[src/rtl/noc_ni_tx.sv]
// Local-port NI transmitter: packetizes core messages into flits with per-VC credits.
// Optional NI_TX_STATS_EN adds pkt_cnt/flit_cnt/stall_cnt counters.
module noc_ni_tx #(
  parameter int NUM_VCS   = 4,
  parameter int VC_BITS   = 2,
  parameter int DIM_BITS  = 3,
  parameter int DATA_W    = 32,
  parameter int BUF_DEPTH = 4,
  parameter int LEN_BITS  = 4
) (
  input  logic                      clk,
  input  logic                      rst,
  input  logic [DIM_BITS-1:0]       my_x,
  input  logic [DIM_BITS-1:0]       my_y,
  input  logic                      msg_valid,
  output logic                      msg_ready,
  input  logic [DIM_BITS-1:0]       msg_dst_x,
  input  logic [DIM_BITS-1:0]       msg_dst_y,
  input  logic [LEN_BITS-1:0]       msg_len,
  input  logic                      pld_valid,
  output logic                      pld_ready,
  input  logic [DATA_W-1:0]         pld_data,
  output logic [4+VC_BITS+DATA_W-1:0] out_flit,
  input  logic [NUM_VCS-1:0]        credit_in,
  output logic                      credit_err
`ifdef NI_TX_STATS_EN
  ,
  output logic [31:0]               pkt_cnt,
  output logic [31:0]               flit_cnt,
  output logic [31:0]               stall_cnt
`endif
);

  localparam int CW = $clog2(BUF_DEPTH + 1);
  localparam int FW = 4 + VC_BITS + DATA_W;

  localparam logic [1:0] S_IDLE = 2'd0;
  localparam logic [1:0] S_HEAD = 2'd1;
  localparam logic [1:0] S_BODY = 2'd2;

  logic [1:0]          r_state;
  logic [DIM_BITS-1:0] r_dx;
  logic [DIM_BITS-1:0] r_dy;
  logic [LEN_BITS-1:0] r_len;
  logic [LEN_BITS-1:0] r_idx;
  logic [VC_BITS-1:0]  r_vc;
  logic [VC_BITS-1:0]  r_rr;
  logic [CW-1:0]       r_cnt [NUM_VCS];
  logic                r_err;
  logic [FW-1:0]       r_flit;

  logic                w_found;
  logic [VC_BITS-1:0]  w_sel;
  logic                w_pld_ok;
  logic                w_hd_go;
  logic                w_bd_go;
  logic                w_last;
  logic [NUM_VCS-1:0]  w_send;
  logic [DATA_W-1:0]   w_hdr;

  // Descending scan so the VC closest to rr_ptr wins.
  always_comb begin
    w_found = 1'b0;
    w_sel   = '0;
    for (int i = NUM_VCS - 1; i >= 0; i--) begin
      if (r_cnt[VC_BITS'(r_rr + VC_BITS'(i))] != '0) begin
        w_found = 1'b1;
        w_sel   = VC_BITS'(r_rr + VC_BITS'(i));
      end
    end
  end

  assign w_pld_ok  = (r_cnt[r_vc] != '0);
  assign msg_ready = !rst && (r_state == S_IDLE);
  assign pld_ready = !rst && (r_state == S_BODY) && w_pld_ok;
  assign w_hd_go   = (r_state == S_HEAD) && w_found;
  assign w_bd_go   = pld_valid && pld_ready;
  assign w_last    = (r_idx == LEN_BITS'(r_len - 1'b1));
  assign w_hdr     = DATA_W'({r_len, my_y, my_x, r_dy, r_dx});

  always_comb begin
    w_send = '0;
    if (w_hd_go)
      w_send[w_sel] = 1'b1;
    else if (w_bd_go)
      w_send[r_vc] = 1'b1;
  end

  always_ff @(posedge clk) begin
    if (rst) begin
      r_state <= S_IDLE;
      r_dx    <= '0;
      r_dy    <= '0;
      r_len   <= '0;
      r_idx   <= '0;
      r_vc    <= '0;
      r_rr    <= '0;
      r_err   <= 1'b0;
      r_flit  <= '0;
      for (int v = 0; v < NUM_VCS; v++)
        r_cnt[v] <= CW'(BUF_DEPTH);
    end else begin
      r_flit <= '0;
      case (r_state)
        S_IDLE: begin
          if (msg_valid) begin
            r_dx    <= msg_dst_x;
            r_dy    <= msg_dst_y;
            r_len   <= msg_len;
            r_idx   <= '0;
            r_state <= S_HEAD;
          end
        end
        S_HEAD: begin
          if (w_found) begin
            r_flit  <= {1'b1, 1'b1, (r_len == '0), 1'b0,
                        w_sel, w_hdr};
            r_vc    <= w_sel;
            r_rr    <= w_sel + 1'b1;
            r_state <= (r_len == '0) ? S_IDLE : S_BODY;
          end
        end
        S_BODY: begin
          if (w_bd_go) begin
            r_flit <= {1'b1, 1'b0, w_last, 1'b0,
                       r_vc, pld_data};
            r_idx  <= r_idx + 1'b1;
            if (w_last)
              r_state <= S_IDLE;
          end
        end
        default: r_state <= S_IDLE;
      endcase
      // A return and a send on the same VC cancel out.
      for (int v = 0; v < NUM_VCS; v++) begin
        if (credit_in[v] && !w_send[v]) begin
          if (r_cnt[v] == CW'(BUF_DEPTH))
            r_err <= 1'b1;
          else
            r_cnt[v] <= r_cnt[v] + 1'b1;
        end else if (w_send[v] && !credit_in[v]) begin
          r_cnt[v] <= r_cnt[v] - 1'b1;
        end
      end
    end
  end

  assign out_flit   = r_flit;
  assign credit_err = r_err;

`ifdef NI_TX_STATS_EN
  logic [31:0] r_pkt;
  logic [31:0] r_flt;
  logic [31:0] r_stl;
  logic        w_tail_go;
  logic        w_stall;

  assign w_tail_go = (w_hd_go && (r_len == '0)) ||
                     (w_bd_go && w_last);
  assign w_stall   = ((r_state == S_HEAD) && !w_found) ||
                     ((r_state == S_BODY) &&
                      (!w_pld_ok || !pld_valid));

  always_ff @(posedge clk) begin
    if (rst) begin
      r_pkt <= '0;
      r_flt <= '0;
      r_stl <= '0;
    end else begin
      if (w_tail_go)
        r_pkt <= r_pkt + 1'b1;
      if (w_send != '0)
        r_flt <= r_flt + 1'b1;
      if (w_stall)
        r_stl <= r_stl + 1'b1;
    end
  end

  assign pkt_cnt   = r_pkt;
  assign flit_cnt  = r_flt;
  assign stall_cnt = r_stl;
`endif

endmodule

[config.mk]
export PLATFORM = sky130hd
export DESIGN_NAME = noc_ni_tx
export DESIGN_NICKNAME = d
export VERILOG_FILES = /design/src/rtl/noc_ni_tx.sv
export SDC_FILE = /design/constraint.sdc
export NUM_CORES = 1
export LEC_CHECK = 0
export CAP_MARGIN = 30
export CORE_AREA = 2 2 92 94
export CTS_BUF_LIST = sky130_fd_sc_hd__clkbuf_4 sky130_fd_sc_hd__clkbuf_8
export DETAILED_ROUTE_END_ITERATION = 10
export DIE_AREA = 0 0 94 96
export PLACE_DENSITY = 0.86
export SLEW_MARGIN = 20
export SYNTH_ARGS = -nofsm -noshare
export SYNTH_HDL_FRONTEND = slang
export SYNTH_SLANG_ARGS = --single-unit
[constraint.sdc]
create_clock -name clk -period 3.8 [get_ports clk]
set_clock_uncertainty 0.1 [all_clocks]
set_input_delay 0.57 -clock clk [delete_from_list [all_inputs] [get_ports clk]]
set_output_delay 0.57 -clock clk [all_outputs]
set_load 0.005 [all_outputs]
==> Flow_metrics.wiki <==
{| class="wikitable"
! Metric !! Value
|-
| Largest net degree at the start of global routing || 38
|-
| Fraction of the yosys area taken by sequential cells || 0.450
|-
| Max Root-Sink Buffers || 2
|-
| Critical Setup Path Class || reg -> reg
|-
| CTS sink count || 74
|-
| Cell with the most instances after synthesis || dfxtp_1
|-
| Final number of max-transition violations || 0
|-
| Post-synth EDFFs || 12
|-
| Final hold vios || 0
|-
| Syn Inst Count || 366
|-
| Number of global-route vias before repair || roughly 3200
|-
| Ys flop type || dfxtp_1
|-
| Detail Route Antenna Nets || 0
|-
| Part of the cycle the worst path needs || 0.993
|-
| Total negative setup slack || 0 ns
|-
| Initial standard-cell utilization of the core || 0.442
|-
| Dpl cells || 580
|-
| Initial DRT Pass Iterations || 8
|-
| Post-synthesis average cell area || between 9 and 10 µm²
|-
| Netlist Area Pre-Place || roughly 0.0036 mm²
|-
| Met3 usage in global routing || 0.0525
|-
| Antenna diodes || 0
|-
| CTS tree || built
|-
| Count of port buffers added during placement || 95
|-
| Drt wl/cell || approximately 18 µm
|-
| Run status || completed
|-
| Highest attainable clock frequency || roughly 0.27 GHz
|-
| Max IR drop VDD || 0.000219 V
|-
| Power per cell area || roughly 450 mW/mm²
|-
| Largest area contributor in the synthesized netlist || dfxtp_1
|-
| Vias per inst || 5.64
|-
| Leakage || between 2 and 2.5 nW
|-
| Busiest metal layer after global routing || met2
|-
| Core Footprint || between 0.008 and 0.009 mm²
|-
| Total Nets Final || 576
|-
| Total nets after synthesis || 437
|-
| Wire length of the first global-routing pass || approximately 16000 µm
|-
| Cell at the root of the clock tree || clkbuf_8
|-
| Compound-Gate Fraction of Synth Area || 0.143
|-
| Routability Congestion || 0.882
|-
| 1st-iter DRT viols || approximately 440
|-
| Cell types with the highest counts after synthesis || dfxtp_1, nand2_1, a21oi_1
|-
| Met1 track demand over resource in global routing || 0.271
|-
| I/O pin count || between 90 and 100
|-
| Required time of the worst setup path || 3.82 ns
|-
| Slew at the pin closest to its max-slew limit || between 0.5 and 0.6 ns
|-
| Biggest area contributors in the synthesized netlist || dfxtp_1, edfxtp_1, nand2_1
|-
| Crit path DAT || 3.79 ns
|-
| Final HPWL DP || 7280 µm
|-
| Proportion of synthesized area in mux cells || 0.0555
|-
| Worst-path clk slew || approximately 0.090 ns
|-
| Largest family of logic cells by synthesized area || simple AND/OR/NAND/NOR gates
|-
| Share of layout cells above drive strength 1 || 0.187
|-
| Vias after detailed routing || between 3000 and 4000
|-
| Std-Cell Rows || 33
|-
| Number of storage elements in the synthesis netlist || 74
|-
| Y dimension of the die || 96 µm
|-
| Global routing usage on met2 || 0.390
|-
| Horiz. Die Dim || ~94 µm
|-
| Initial antenna violation count || 0
|-
| Count of final setup violators || 0
|-
| Global route overflow || 0
|-
| Ys async rst share || 0
|-
| Post-Route WL || between 10000 and 15000 µm
|-
| Distinct cell type count of the synthesized netlist || 57
|-
| Total DRC errors in the routed layout || 0
|-
| Largest driver fanout on the critical path || 4
|-
| Number of warnings issued by yosys || 0
|-
| Total clock buffers created by CTS || 9
|-
| Post-route insts no fill || 614
|-
| Crit start category || flip-flop
|-
| Synthesized-area fraction occupied by adder cells || 0.0590
|-
| Number of max-cap violations || 0
|-
| Synthesis-to-layout area growth || 48.2%
|-
| All-layer global routing usage || 0.226
|-
| Min Clock Period, post-route || 3.77 ns
|-
| Setup crit end kind || flip-flop
|-
| Worst slew margin || 0.620
|-
| Post-synth top area share || 0.348
|-
| Worst min path class || reg -> reg
|-
| Clock network latency to the later pin of the worst-skew pair || about 0.36 ns
|-
| Full die area || between 0.009 and 0.01 mm²
|-
| CTS Hold Buffers Added || 0
|-
| Htree depth || 3
|-
| Synthesized-area fraction occupied by and/or/nand/nor cells || 0.226
|-
| Post-synthesis share of cell area spent on xor and xnor gates || 0.0211
|}
## cell families after synthesis
| kind of cell | after synthesis |
|---|---|
| AO/OA/AOI/OAI | 70 |
| XOR/XNOR | 7 |
| adder cells (fa/ha/maj) | 15 |
| buffers and inverters | 36 |
| flip-flops | 74 |
| multiplexers | 14 |
| other | 1 |
| AND/OR/NAND/NOR | 149 |
## critical path: stages, from the launching register on
cell and delay [ns]:
edfxtp_1 0.43, nor3_2 0.29, nand2_1 0.12, mux4_2 0.56, and3_4 0.22, nor2_4 0.12
ha_2 0.21, mux2i_2 0.08, or3_4 0.36, fa_2 0.35, or4_1 0.47, a31o_1 0.22
## layout make-up
| cell class | count | area (µm²) |
|---|---|---|
| Fill cell | 582 | 2770 |
| Multi-Input combinational cell | 256 | 1910 |
| Sequential cell | 74 | 1600 |
| Timing Repair Buffer | 143 | 1320 |
| Tap cell | 105 | 131 |
| Clock buffer | 9 | 124 |
| Clock inverter | 6 | 114 |
| Inverter | 21 | 78.8 |
## power breakdown
group / internal (mW) / total, mW / switching [mW]
Sequential: 0.869 / 0.939 / 0.0695
Clock: 0.436 / 0.752 / 0.316
Combinational: 0.344 / 0.681 / 0.337
## routing by layer
layer / up-vias / part of all wire
li1: 1593 / -
met1: 1647 / 0.37
met2: 182 / 0.53
met3: 43 / 0.064
met4: 0 / 0.040
met5: - / 0
## sequential cells by signal, summed over array words and instances, names as in the netlist, named ones only
| register | count |
|---|---|
| credit_err | 1 |
| out_flit | 37 |
| r_cnt | 12 |
| r_dx | 3 |
| r_dy | 3 |
| r_idx | 4 |
| r_len | 4 |
| r_rr | 2 |
| r_state | 2 |
| r_vc | 2 |
## worst paths after layout
path	from	endpoint	slack, ns	cells past startpoint
worst max-delay path	r_cnt[0][1]$_SDFFCE_PN0P_	r_cnt[2][2]$_SDFFCE_PN1P_	0.03	11
worst min register to register	r_dy[2]$_SDFFE_PP0P_	r_dy[2]$_SDFFE_PP0P_	0.36	2
worst max register to register	r_cnt[0][1]$_SDFFCE_PN0P_	r_cnt[2][2]$_SDFFCE_PN1P_	0.03	11
worst min-delay path	r_dy[2]$_SDFFE_PP0P_	r_dy[2]$_SDFFE_PP0P_	0.36	2
## stage by stage
| step | hold WS [ns] | power (mW) | util | cell area [µm²] | worst slack (ns) |
|---|---|---|---|---|---|
| 2_1_floorplan | 0.337 | 1.29 | - | 3590 | -0.0521 |
| 3_3_place_gp | 0.342 | 1.49 | 0.596 | 4800 | 0.0265 |
| 3_5_place_dp | 0.347 | 1.51 | 0.597 | 4810 | -0.121 |
| 4_1_cts | 0.359 | 2.30 | 0.641 | 5160 | -0.00982 |
| 5_1_grt | 0.385 | 2.47 | 0.656 | 5280 | -0.139 |
| 6_report | 0.359 | 2.37 | 0.656 | 5280 | 0.0274 |
## placed cells by master, fill, tap and decap left out, drive strengths merged, types with 3 or more instances in the layout
cell type      count
nor2              16
bufinv             3
or4                5
and3b              3
and2              17
nor3              16
xor2               4
a41oi              3
ha                12
dfxtp             62
clkdlybuf4s50     95
nand3              5
nand2             48
fa                 3
mux2               3
nand4bb            3
mux4               3
a31oi              4
inv               23
nor4               6
or3               11
a22o              16
a21oi             22
buf               48
mux2i              8
nand2b             5
a31o               3
nand4              4
o21ai              9
edfxtp            12
clkbuf             9
## repair_timing
item / CTS / global route
endpoints found under the setup margin: 3 / 3
buffers inserted: 9 / 10
resized for setup: 8 / 13
pin swaps: 3 / 8
(Power assumes the default switching activity.)
